--- src/rtl/gpr_hazard_tracker_pkg.sv ---
// Shared types for the GPR hazard tracker: result classes, address width and
// the pipeline slot record carried through EXE and MEM.
package gpr_hazard_tracker_pkg;

    localparam int GPR_ADDR_W = 5;

    typedef logic [GPR_ADDR_W-1:0] gpr_addr_t;

    // When an instruction's result becomes available for forwarding.
    typedef enum logic [1:0] {
        GPR_CLASS_NONE = 2'd0,  // writes no GPR
        GPR_CLASS_EXE  = 2'd1,  // ALU result, ready in EXE
        GPR_CLASS_MEM  = 2'd2,  // load result, ready in MEM
        GPR_CLASS_LONG = 2'd3   // mul/div result, ready when the unit is done
    } gpr_class_e;

    typedef struct packed {
        logic       valid;
        gpr_class_e wclass;
        gpr_addr_t  waddr;
    } gpr_slot_t;

    localparam gpr_slot_t GPR_SLOT_EMPTY = '{valid: 1'b0, wclass: GPR_CLASS_NONE, waddr: '0};

    // Build the slot for an instruction leaving ID; a NONE writer carries
    // address 0 so it can never match a reader.
    function automatic gpr_slot_t gpr_slot_from_id(gpr_class_e wclass, gpr_addr_t waddr);
        gpr_slot_t slot;
        slot.valid  = 1'b1;
        slot.wclass = wclass;
        slot.waddr  = (wclass == GPR_CLASS_NONE) ? '0 : waddr;
        return slot;
    endfunction

endpackage

--- src/rtl/gpr_hazard_tracker_src_check.sv ---
// One source-operand hazard comparator: the operand depends on the EXE writer
// and that writer's result cannot be forwarded yet.
module gpr_src_check
    import gpr_hazard_tracker_pkg::*;
(
    input  logic      i_ren,
    input  gpr_addr_t i_raddr,
    input  logic      i_exe_valid,
    input  gpr_addr_t i_exe_waddr,
    input  logic      i_exe_ready,
    output logic      o_hazard
);

    // $0 is hard-wired zero and never creates a dependency.
    assign o_hazard = i_ren && (i_raddr != '0) && i_exe_valid
                   && (i_exe_waddr == i_raddr) && !i_exe_ready;

endmodule

--- src/rtl/gpr_hazard_tracker.sv ---
// Tracks in-flight GPR writers in EXE, MEM and WB, publishes the forwarding
// metadata for the bypass, and raises the ID stall for load-use and mul/div
// dependencies that forwarding cannot cover.
module gpr_hazard_tracker
    import gpr_hazard_tracker_pkg::*;
(
    input  logic                  i_clk,
    input  logic                  i_rst_n,
    input  logic                  i_ID_valid,
    input  logic [1:0]            i_ID_wclass,
    input  logic [GPR_ADDR_W-1:0] i_ID_waddr,
    input  logic                  i_ID_ren1,
    input  logic                  i_ID_ren2,
    input  logic [GPR_ADDR_W-1:0] i_ID_raddr1,
    input  logic [GPR_ADDR_W-1:0] i_ID_raddr2,
    input  logic                  i_LONG_done,
    input  logic                  i_flush,
    output logic                  o_ID_stall,
    output logic                  o_EXE_hold,
    output logic                  o_LONG_abort,
    output logic                  o_EXE_get_result_in_EXE,
    output logic [GPR_ADDR_W-1:0] o_EXE_waddr,
    output logic                  o_MEM_get_result_in_MEM,
    output logic [GPR_ADDR_W-1:0] o_MEM_waddr,
    output logic                  o_WB_wen,
    output logic [GPR_ADDR_W-1:0] o_WB_waddr,
    output logic [31:0]           o_stall_cycles
);

    gpr_slot_t   exe_q, exe_d;
    gpr_slot_t   mem_q, mem_d;
    // WB only needs to know whether and where to write; its class is spent.
    logic        wb_valid_q, wb_valid_d;
    gpr_addr_t   wb_waddr_q, wb_waddr_d;
    logic [31:0] stall_cycles_q, stall_cycles_d;

    logic exe_ready;
    logic exe_hold;
    logic hazard1;
    logic hazard2;
    logic id_stall;

    // A LONG op is forwardable only in the cycle its unit reports done; loads
    // are not forwardable until they reach MEM.
    assign exe_ready = !exe_q.valid || (exe_q.waddr == '0)
                    || (exe_q.wclass == GPR_CLASS_EXE)
                    || ((exe_q.wclass == GPR_CLASS_LONG) && i_LONG_done);

    assign exe_hold = exe_q.valid && (exe_q.wclass == GPR_CLASS_LONG) && !i_LONG_done;

    gpr_src_check u_src_check1 (
        .i_ren       (i_ID_ren1),
        .i_raddr     (i_ID_raddr1),
        .i_exe_valid (exe_q.valid),
        .i_exe_waddr (exe_q.waddr),
        .i_exe_ready (exe_ready),
        .o_hazard    (hazard1)
    );

    gpr_src_check u_src_check2 (
        .i_ren       (i_ID_ren2),
        .i_raddr     (i_ID_raddr2),
        .i_exe_valid (exe_q.valid),
        .i_exe_waddr (exe_q.waddr),
        .i_exe_ready (exe_ready),
        .o_hazard    (hazard2)
    );

    // A flush squashes the ID instruction, so it must not also stall it.
    assign id_stall = i_ID_valid && (hazard1 || hazard2 || exe_hold) && !i_flush;

    assign o_ID_stall              = id_stall;
    assign o_EXE_hold              = exe_hold;
    assign o_LONG_abort            = i_flush && exe_hold;
    assign o_EXE_get_result_in_EXE = exe_ready;
    assign o_EXE_waddr             = exe_q.waddr;
    // Loads return data in MEM and LONG results are captured before leaving EXE.
    assign o_MEM_get_result_in_MEM = 1'b1;
    assign o_MEM_waddr             = mem_q.waddr;
    assign o_WB_wen                = wb_valid_q && (wb_waddr_q != '0);
    assign o_WB_waddr              = wb_waddr_q;
    assign o_stall_cycles          = stall_cycles_q;

    // Next-state for the slots and the saturating stall counter.
    always_comb begin
        // NOTE: every variable gets a default before any branch so no path can leave it unassigned and infer a latch.
        exe_d          = exe_q;
        mem_d          = exe_hold ? GPR_SLOT_EMPTY : exe_q;
        wb_valid_d     = mem_q.valid;
        wb_waddr_d     = mem_q.waddr;
        stall_cycles_d = stall_cycles_q;

        if (i_flush) begin
            exe_d = GPR_SLOT_EMPTY;
        end else if (exe_hold) begin
            exe_d = exe_q;
        end else if (id_stall || !i_ID_valid) begin
            exe_d = GPR_SLOT_EMPTY;
        end else begin
            exe_d = gpr_slot_from_id(gpr_class_e'(i_ID_wclass), i_ID_waddr);
        end

        if (id_stall && (stall_cycles_q != '1)) begin
            stall_cycles_d = stall_cycles_q + 32'd1;
        end
    end

    // Slot and counter registers, cleared asynchronously.
    always_ff @(posedge i_clk or negedge i_rst_n) begin
        // NOTE: non-blocking assignments so every flop samples the pre-edge values regardless of statement order.
        if (!i_rst_n) begin
            exe_q          <= GPR_SLOT_EMPTY;
            mem_q          <= GPR_SLOT_EMPTY;
            wb_valid_q     <= 1'b0;
            wb_waddr_q     <= '0;
            stall_cycles_q <= '0;
        end else begin
            exe_q          <= exe_d;
            mem_q          <= mem_d;
            wb_valid_q     <= wb_valid_d;
            wb_waddr_q     <= wb_waddr_d;
            stall_cycles_q <= stall_cycles_d;
        end
    end

endmodule

--- config.mk ---
export PLATFORM = sky130hd
export DESIGN_NAME = gpr_hazard_tracker
export DESIGN_NICKNAME = d
export VERILOG_FILES = /design/src/rtl/gpr_hazard_tracker_pkg.sv /design/src/rtl/gpr_hazard_tracker_src_check.sv /design/src/rtl/gpr_hazard_tracker.sv
export SDC_FILE = /design/constraint.sdc
export NUM_CORES = 1
export LEC_CHECK = 0
export BUFFER_PORTS_ARGS = -buffer_cell sky130_fd_sc_hd__buf_2
export CORE_ASPECT_RATIO = 0.6
export CORE_MARGIN = 1.5
export CORE_UTILIZATION = 40
export CTS_BUF_LIST = sky130_fd_sc_hd__clkbuf_16
export CTS_CLUSTER_SIZE = 25
export DETAILED_ROUTE_END_ITERATION = 7
export MAX_ROUTING_LAYER = met4
export PLACE_DENSITY = 0.67
export SETUP_SLACK_MARGIN = 0.2
export SYNTH_ARGS = -nofsm -noshare
export SYNTH_HDL_FRONTEND = slang
export SYNTH_SLANG_ARGS = --single-unit
--- constraint.sdc ---
create_clock -name i_clk -period 2.1 [get_ports i_clk]
set_clock_uncertainty 0.1 [all_clocks]
set_input_delay 0.21 -clock i_clk [delete_from_list [all_inputs] [get_ports i_clk]]
set_output_delay 0.21 -clock i_clk [all_outputs]
set_load 0.02 [all_outputs]
After elaboration in Yosys (flattened, before gate mapping) --
Cells that the tools add are included.
Cells by class: shift operators 0, multipliers 0, reductions and logical operators 32, $add $sub $neg 1, equal/unequal tests 6, bitwise operators 0, order comparisons 0, multiplexer cells 5, divide/modulo/power cells 0
Operator list (count):
- adder 32 x 1 -> 32 bit, second input constant | 1
- two-way mux 8 bit | 4
- inequality test 32 bit, second input constant | 1
- logical AND 1 bit | 16
- nonzero test 5 bit | 3
- equality test 5 bit | 2
- logical OR 1 bit | 6
- zero test 1 bit | 5
- zero test 5 bit | 1
- two-way mux 5 bit | 1
- equality test 2 x 1 -> 1 bit, second input constant | 1
- equality test 2 bit, second input constant | 1
- zero test 2 bit | 1
- inequality test 2 bit, second input constant | 1
Word-level totals: memory bits (read-only) 0, memories kept 0, latch bits 0, flip-flop bits (word level) 52, input bits 24, memory bits (writable) 0, output and inout port bits 53

Depth between registers and ports, before layout --
Gate-level depths: netlist (run 1).
depth in word-level cells 14, gate-level depth with buffers 8, gate-level depth less buffers 7

Cells and area by module --
Synthesis (run 1) repeated with hierarchy kept, for this count alone.
Unflattened totals: cell total of the unflattened synthesis 228, area, all modules 2573.7 um2
Modules (own cells, without submodules):
- gpr_hazard_tracker | area each 2428.6 um2, instances 1, cells each 208, seq. area each 1301.2 um2
- gpr_src_check | area each 72.6 um2, instances 2, cells each 10, seq. area each 0.0 um2

Worst setup path after synthesis (run 1) --
OpenSTA, ideal clock, no wires.
path type register -> output, start reg exe_q, in the netlist o_EXE_waddr[1], end out o_ID_stall, path slack -0.220 ns, required time 1.790 ns, arrival 2.010 ns, stages on the path, launching flop included 7, cells stage by stage dfrtp_1 -> or4_1 -> o211a_1 -> a41o_1 -> a31o_2 -> buf_2 -> and2_1
On the way: word-level cells in the longest chain between the ends 10, elaborated cells between the ends (all ways) 15
RTL lines:
- start, declared | RTL line gpr_hazard_tracker.sv:30 | gpr_slot_t exe_q, exe_d;
- start signal, assigned | RTL line gpr_hazard_tracker.sv:112 | exe_q <= GPR_SLOT_EMPTY;
- start signal, assigned | RTL line gpr_hazard_tracker.sv:118 | exe_q <= exe_d;
- zero test 5 bit | RTL line gpr_hazard_tracker.sv:45 | assign exe_ready = !exe_q.valid || (exe_q.waddr == '0)
- logical OR 1 bit | RTL line gpr_hazard_tracker.sv:45
- logical OR 1 bit | RTL line gpr_hazard_tracker.sv:46 | || (exe_q.wclass == GPR_CLASS_EXE)
- logical OR 1 bit | RTL line gpr_hazard_tracker.sv:47 | || ((exe_q.wclass == GPR_CLASS_LONG) && i_LONG_done);
- zero test 1 bit | RTL line gpr_hazard_tracker_src_check.sv:16 | && (i_exe_waddr == i_raddr) && !i_exe_ready;
- logical AND 1 bit | RTL line gpr_hazard_tracker_src_check.sv:16
- logical OR 1 bit * (2 in series) | RTL line gpr_hazard_tracker.sv:70 | assign id_stall = i_ID_valid && (hazard1 || hazard2 || exe_hold) && !i_flush;
- logical AND 1 bit * (2 in series) | RTL line gpr_hazard_tracker.sv:70
- end, declared | RTL line gpr_hazard_tracker.sv:18 | output logic o_ID_stall,
Every way passes the cells marked *; elsewhere a longest branch is shown, timed or not.

Worst setup path after layout (run 1) --
start reg exe_q, in the netlist o_EXE_waddr[4], end out o_ID_stall
Same word-level chain as after synthesis.

==> flow_metrics.tcl, run 1 <==
set metrics [dict create \
    status "complete, but fails checks" \
    violations "setup timing" \
    cts_max_level 2 \
    rows 22 \
    critPathTopFamily "simple AND/OR/NAND/NOR gates" \
    rsz0062_at_grt "yes" \
    startpoint "o_EXE_waddr[4]" \
    grt_antenna_before_repair 0 \
    r2r_start "o_EXE_waddr[4]" \
    clk_pin_slew_ns 0.06 \
    wl_per_cell_um 14.98 \
    avgSynthCellArea_um2 10.75 \
    cp_slowest_stage_delay_ns 0.53 \
    overflow 0 \
    dp_hpwl_um 4809 \
    period_share_pct 115.8 \
    totalWireLength_um 6308 \
    finalSetupViolCount 40 \
    period_minus_slack_ns 2.431 \
    die_area_um2 6791 \
    fp.dieW_um 105.4 \
    first_pass_iters 4 \
    clock_latency_ns 0.28 \
    cp-start-kind "flip-flop" \
    rr_endpoint "o_stall_cycles[1]" \
    layout_setup_ws_ns -0.3311 \
    syn_to_final_growth_pct 34.26 \
    slowest_stage "or4_4" \
    syn_area_um2 2516 \
    cp_cell_sequence "or4_4 > o211a_1 > a41o_1 > a31o_4 > and2_4 > buf_6" \
    io_buffer_count 75 \
    hold_viol_final 0 \
    synth_edf_count 0 \
    cp_max_fo 2 \
    worstPathRequired_ns 1.79 \
    cts_num_sinks 52 \
    gp_congestion 0.8370 \
    grt_pass1_wl_um 10530 \
    crit_type "flip-flop to output pin" \
    netlist_instances 234 \
    ys_types 38 \
    worstSetupEndpoint "o_ID_stall" \
    clockBufferDepth 2 \
    yosys_warnings 0 \
    rr_worst_depth 7 \
    drive_above_1_share_pct 36.50 \
    timing.fmax_ghz 0.4113 \
    final_cell_area_um2 3378 \
    viasPerCell 5.143 \
    final_cells 421 \
    worstMarginPinSlew_ns 0.6078 \
    cp.depth 6 \
    p_per_area_nw_per_um2 574.1 \
    cts_root_buf "clkbuf_16" \
    die_h_um 64.44 \
    nets 361 \
    maxSlewHeadroom_pct 59.33 \
    design.portCount 77 \
    place_area_um2 3178 \
    fillers 565 \
    worst_ep_arrival_time_ns 2.12 \
    drc 0 \
    grt_max_degree 29 \
    ff2ff_setup_slack_ns -0.31 \
    end_kind "output pin" \
    maxCapViolCount 0 \
    synth_top_flop_cell "dfrtp_1" \
    cts_buffers 5 \
    final_max_slew_viol_count 0 \
    start_util_pct 41.36 \
    syn_nets 259 \
    ys_ff_latch 52 \
    hold_class "input pin to flip-flop" \
    vias 2165 \
    seq_area_frac_synth_pct 51.72 \
    synthArstFlopShare_pct 100.0 \
    vdd_drop_max_mv 0.3120 \
    cts_tree "done" \
    grt_pass1_vias 2049 \
    grt_usage_pct 20.51 \
    diodes 0 \
    coreArea_um2 6083 \
    drt_iter0_markers 110 \
    critical_path_buf_inv_count 1 \
    ant_nets 0 \
    cellLeakagePower_uw 0.001753 \
    dp.cells 411 \
]
## worst min-delay path by stage
stage	end	start	slack [ns]	cells past startpoint
after floorplan	exe_q[5]	i_rst_n	-0.19	0
after detailed placement	o_stall_cycles[11]	i_rst_n	0.13	1
after CTS	exe_q[5]	i_ID_wclass[0]	0.03	2
final	exe_q[5]	i_ID_wclass[0]	0.04	2
after global routing	exe_q[5]	i_ID_wclass[0]	0.06	2
after global placement	o_stall_cycles[12]	i_rst_n	0.13	1
## worst register-to-register path: stages (launching register included)
cell     delay, ns
dfrtp_1       0.38
or4_4         0.54
o211a_1       0.24
a41o_1        0.19
a31o_4        0.21
buf_4         0.17
and3_4        0.18
mux2_4        0.28
## where the power goes
| part | leakage (uW) | internal [uW] | switching [uW] | total (uW) |
|---|---|---|---|---|
| Combinational | 0.000963 | 67.4 | 93.7 | 161 |
| Sequential | 0.000717 | 1020 | 9.03 | 1030 |
| Clock | 0.0000738 | 429 | 323 | 751 |
| Total | 0.00175 | 1510 | 425 | 1940 |
## metrics by stage
stage / util [%] / total power [uW] / hold WS [ns] / setup WS [ns] / TNS (ns)
2_1_floorplan: - / 1119 / -0.1856 / -0.1877 / -2.063
3_3_place_gp: 52.24 / 1201 / 0.1314 / -0.1566 / -2.241
3_5_place_dp: 52.24 / 1203 / 0.1316 / -0.1846 / -3.291
4_1_cts: 55.27 / 1957 / 0.03143 / -0.3353 / -6.975
5_1_grt: 55.53 / 2022 / 0.05581 / -0.3999 / -10.57
6_report: 55.53 / 1940 / 0.04277 / -0.3311 / -6.996
## cells in the final DEF, fill, tap and decap left out, types with 2 or more instances in the layout
cell type and instances:
nand2_1 7, inv_1 6, o21a_1 2, buf_2 73
xor2_1 9, and4_1 3, nor2b_1 2, a21o_1 3
nand4_1 21, xnor2_1 30, dfrtp_1 52, nor2_1 8
and3_1 12, nand3_1 19, clkbuf_16 5, nor3_1 7
a32o_1 5, nor4_1 6, and2_1 7, buf_4 31
or3_1 2
## routing by layer
| layer | vias up | share of wire (%) | track usage [%] |
|---|---|---|---|
| met1 | 1049 | 53 | 31.89 |
| met4 | 0 | 1.0 | 4.795 |
| met2 | 57 | 40 | 27.21 |
| met5 | - | 0 | - |
| met3 | 7 | 5.7 | 3.823 |
| li1 | 1052 | - | - |
## cell usage after synthesis, types with 3 or more instances
| cell | instances | area (um^2) |
|---|---|---|
| xnor2_1 | 31 | 271.5 |
| buf_2 | 3 | 15.01 |
| clkbuf_1 | 4 | 15.01 |
| and4_1 | 3 | 26.28 |
| dfrtp_1 | 52 | 1301 |
| nor2_1 | 8 | 30.03 |
| a32o_1 | 5 | 50.05 |
| nor4_1 | 6 | 37.54 |
| a21o_1 | 3 | 22.52 |
| inv_1 | 4 | 15.01 |
| nand4_1 | 21 | 131.4 |
| nand2_1 | 8 | 30.03 |
| xor2_1 | 9 | 78.83 |
| buf_4 | 6 | 45.04 |
| nand3_1 | 20 | 100.1 |
| nor3_1 | 7 | 35.03 |
| and3_1 | 12 | 75.07 |
| and2_1 | 8 | 50.05 |
## registers in the layout, summed over array words and instances (netlist names)
register	flops
o_stall_cycles	32
o_EXE_waddr	5
wb_valid_q	1
o_MEM_waddr	5
o_WB_waddr	5
exe_q	3
wb_valid_d	1
## repair_timing
item / CTS / global route
hold buffers: 1 / 0
pin swaps: 6 / 6
setup endpoints to repair: 42 / 42
setup buffers: 1 / 0
gates resized for setup: 9 / 3
hold endpoints to repair: 24 / 0
## logic make-up after synthesis
family	Yosys count	share of synthesized area, %
flops	52	51.72
fa+ha+maj	1	0.4972
mux	1	0.5965
compound gates	16	5.271
other cells	1	0.1490
xor+xnor	40	13.92
buf+inv	17	3.580
simple gates	106	24.27
## area by class of cell
class                           count  area, um^2  share of cell area (%)
Multi-Input combinational cell    165        1166                   34.52
Clock inverter                      3       11.26                  0.3333
Timing Repair Buffer              108       654.4                   19.37
Tap cell                           84       105.1                   3.111
Clock buffer                        5       125.1                   3.704
Inverter                            4       15.01                  0.4444
Sequential cell                    52        1301                   38.52
(Power assumes the default switching activity.)
==> run 2, diff against run 1 <==
--- a/config.mk
+++ b/config.mk
@@ -5,6 +5,7 @@
 export SDC_FILE = /design/constraint.sdc
 export NUM_CORES = 1
 export LEC_CHECK = 0
+export ABC_AREA = 1
 export BUFFER_PORTS_ARGS = -buffer_cell sky130_fd_sc_hd__buf_2
 export CORE_ASPECT_RATIO = 0.6
 export CORE_MARGIN = 1.5
@@ -13,7 +14,6 @@
 export CTS_CLUSTER_SIZE = 25
 export DETAILED_ROUTE_END_ITERATION = 7
 export MAX_ROUTING_LAYER = met4
-export PLACE_DENSITY = 0.67
 export SETUP_SLACK_MARGIN = 0.2
 export SYNTH_ARGS = -nofsm -noshare
 export SYNTH_HDL_FRONTEND = slang
==> run 2 against run 1 <==
Effect of this change: the flow now finishes without violations; area after synthesis is 28% higher; first-iteration DRC count rose by 100%; wire length grew 49%; synthesized cell count is 100% higher; sequential share of layout area decreased by 6.6 points; die area rose by 27%; utilization shrank 3.4 points.
==> flow_metrics.tcl, run 2 <==
set metrics [dict create \
    status "complete, no violations" \
    fp.dieW_um 119.0 \
    dp_hpwl_um 7184 \
    ant_nets 0 \
    cts_tree "done" \
    p_seq_share_pct 47.8 \
    grt_max_degree 53 \
    totalWireLength_um 9412 \
    rsz0062_at_grt "yes" \
    layout_commonest_cell "nand2_1" \
    start_util_pct 41.15 \
    final_cell_area_um2 4091 \
    grt_pass1_vias 3023 \
    gr-usage-met3_pct 5.391 \
    met1_usage_pct 36.77 \
    seq_area_frac_synth_pct 40.28 \
    period_minus_slack_ns 1.957 \
    gp_congestion 0.9995 \
    first_pass_iters 5 \
    swShare_pct 23.10 \
    hold_class "input pin to flip-flop" \
    coreArea_um2 7851 \
    cts_max_level 2 \
    place_area_um2 3740 \
    viasPerCell 4.967 \
    wl_per_cell_um 14.05 \
    drc 0 \
    syn_to_final_growth_pct 26.65 \
    grt_usage_pct 23.91 \
    cp_slowest_stage_delay_ns 0.45 \
    clock_latency_ns 0.30 \
    vdd_drop_max_mv 0.4228 \
    finalSetupViolCount 0 \
    final_max_slew_viol_count 0 \
    die_h_um 72.61 \
    critical_path_buf_inv_count 3 \
    switching_power_uw 497.6 \
    grt_use_met2_pct 31.47 \
    syn_nets 493 \
    diodes 0 \
    avgSynthCellArea_um2 6.903 \
    synth_largest_area_cell "dfrtp_1" \
    cts_num_sinks 52 \
    cts_buffers 5 \
    drt_iter0_markers 225 \
    netlist_instances 468 \
    p_per_area_nw_per_um2 526.5 \
    cts_root_buf "clkbuf_16" \
    worst_ep_arrival_time_ns 1.65 \
    maxCapViolCount 0 \
    vias 3328 \
    ys_ff_latch 52 \
    rows 25 \
    worstPathRequired_ns 1.79 \
    pwr-share-clk_pct 44.6 \
    gr-max-usage-layer "met1" \
    synth_common_cells "nand2_1 (192), nor2_1 (57), dfrtp_1 (52)" \
    timing.fmax_ghz 0.5110 \
    finalSetupTns_ns 0 \
    critPathMostFrequentCell "inv_2" \
    final_cell_mix "nand2_1 (191), buf_2 (73), nor2_1 (56)" \
    syn_area_um2 3231 \
    slowest_stage "dfrtp_2" \
    period_share_pct 93.19 \
    synth_top_flop_cell "dfrtp_1" \
    drive_above_1_share_pct 24.73 \
    yosysMostFrequentCell "nand2_1" \
    die_area_um2 8642 \
    yosys_warnings 0 \
    io_buffer_count 75 \
    internal-power_uw 1656 \
    cellLeakagePower_uw 0.002229 \
    critPathTopFamily "simple AND/OR/NAND/NOR gates" \
    crit_type "flip-flop to output pin" \
    netlist.area_leader.share_pct 40.28 \
    cp-start-kind "flip-flop" \
    nets 586 \
    synth_edf_count 0 \
    ys_types 27 \
    clk_pin_slew_ns 0.07 \
    grt_pass1_wl_um 15590 \
    synthArstFlopShare_pct 100.0 \
    hold_viol_final 0 \
    largest_reg_flops 32 \
    cp_cell_sequence "inv_2 > nand2_1 > nor3_1 > nor2_1 > nand3_2 > nand3_4 > nand2_2 > inv_2 > buf_6" \
    grt_antenna_before_repair 0 \
    clockBufferDepth 2 \
    end_kind "output pin" \
    cp_max_fo 4 \
    synth.area.top_cells "dfrtp_1 (40%), nand2_1 (22%), nand4_1 (7.2%), nor2_1 (6.6%), inv_1 (4.5%)" \
    comb_power_share_pct 7.6 \
    design.portCount 77 \
    overflow 0 \
]
run 2: cell types whose count changed after synthesis, sizes merged, moves of 9 or more:
cell | previous run | this run
nor2 | 9 | 58
o21ai | 1 | 10
inv | 4 | 42
nand2 | 8 | 194
nand3b | 0 | 12
and3 | 13 | 0
nand4 | 21 | 37
xnor2 | 31 | 5
run 2: cells by family after synthesis:
group                      share of synthesized area [%]
xor gates and xnor gates                           4.609
adders and majority gates                         0.3872
and+or+nand+nor                                    43.96
other                                             0.1161
buffers and inverters                              8.714
AOI/OAI and AO/OA                                  1.936
DFF                                                40.28
run 2: stage by stage:
| step | total power (uW) | hold slack [ns] | utilization (%) | setup WS [ns] | cells |
|---|---|---|---|---|---|
| 3_3_place_gp | 1191 | 0.1224 | 47.63 | 0.1278 | 647 |
| 6_report | 2154 | 0.04802 | 52.11 | 0.1430 | 670 |
| 2_1_floorplan | 1121 | -0.1856 | - | 0.2209 | 468 |
| 3_5_place_dp | 1193 | 0.1225 | 47.63 | 0.1162 | 647 |
| 5_1_grt | 2252 | 0.05214 | 52.11 | 0.03845 | 670 |
| 4_1_cts | 2179 | 0.06739 | 51.46 | 0.1420 | 667 |
run 2: power by group through the flow:
stage | logic, uW | clock network (uW) | registers, uW
after floorplan | 66.0 | 0 | 1050
after global placement | 143 | 0 | 1050
after detailed placement | 145 | 0 | 1050
after CTS | 158 | 993 | 1030
after global routing | 184 | 1040 | 1030
final | 164 | 961 | 1030
run 2: layer usage:
layer | share of wire (%) | routed length [um] | up-vias
met5 | 0 | 0 | -
li1 | - | - | 1676
met1 | 54 | 5084 | 1536
met4 | 0.78 | 73 | 0
met2 | 38 | 3588 | 108
met3 | 7.1 | 665 | 8
run 2: worst paths after layout:
| check | from | to | slack, ns | depth (start not counted) |
|---|---|---|---|---|
| worst max-delay path | o_EXE_waddr[0] | o_ID_stall | 0.14 | 9 |
| worst min-delay path | i_ID_waddr[1] | o_EXE_waddr[1] | 0.05 | 3 |
| worst max register to register | o_EXE_waddr[0] | o_stall_cycles[22] | 0.19 | 11 |
| worst min register to register | wb_valid_d | wb_valid_q | 0.25 | 0 |
| max in group asynchronous | i_rst_n | o_EXE_waddr[4] | 1.31 | 3 |
| min in group asynchronous | i_rst_n | o_stall_cycles[23] | 0.34 | 3 |
run 2: worst min-delay path, stage by stage:
cell,delay (ns)
buf_2,0.10
nand2_1,0.05
o21ai_1,0.05
run 2: what timing repair did:
item                                    in CTS  in global routing
endpoints found under the setup margin      33                 42
buffers inserted                            11                  3
resized for setup                           15                 14
endpoints found under the hold margin       52                  0
pin swaps                                    6                  9
hold buffers                                 1                  0
run 2: cell type report:
cell class	instances	area, um^2
flip-flops and latches	52	1306
well taps	108	135.1
inverters	43	161.4
repair buffers	104	628.1
clock buffers	5	125.1
fillers	787	3760
multi-input cells	355	1685
clock inverters	3	50.05
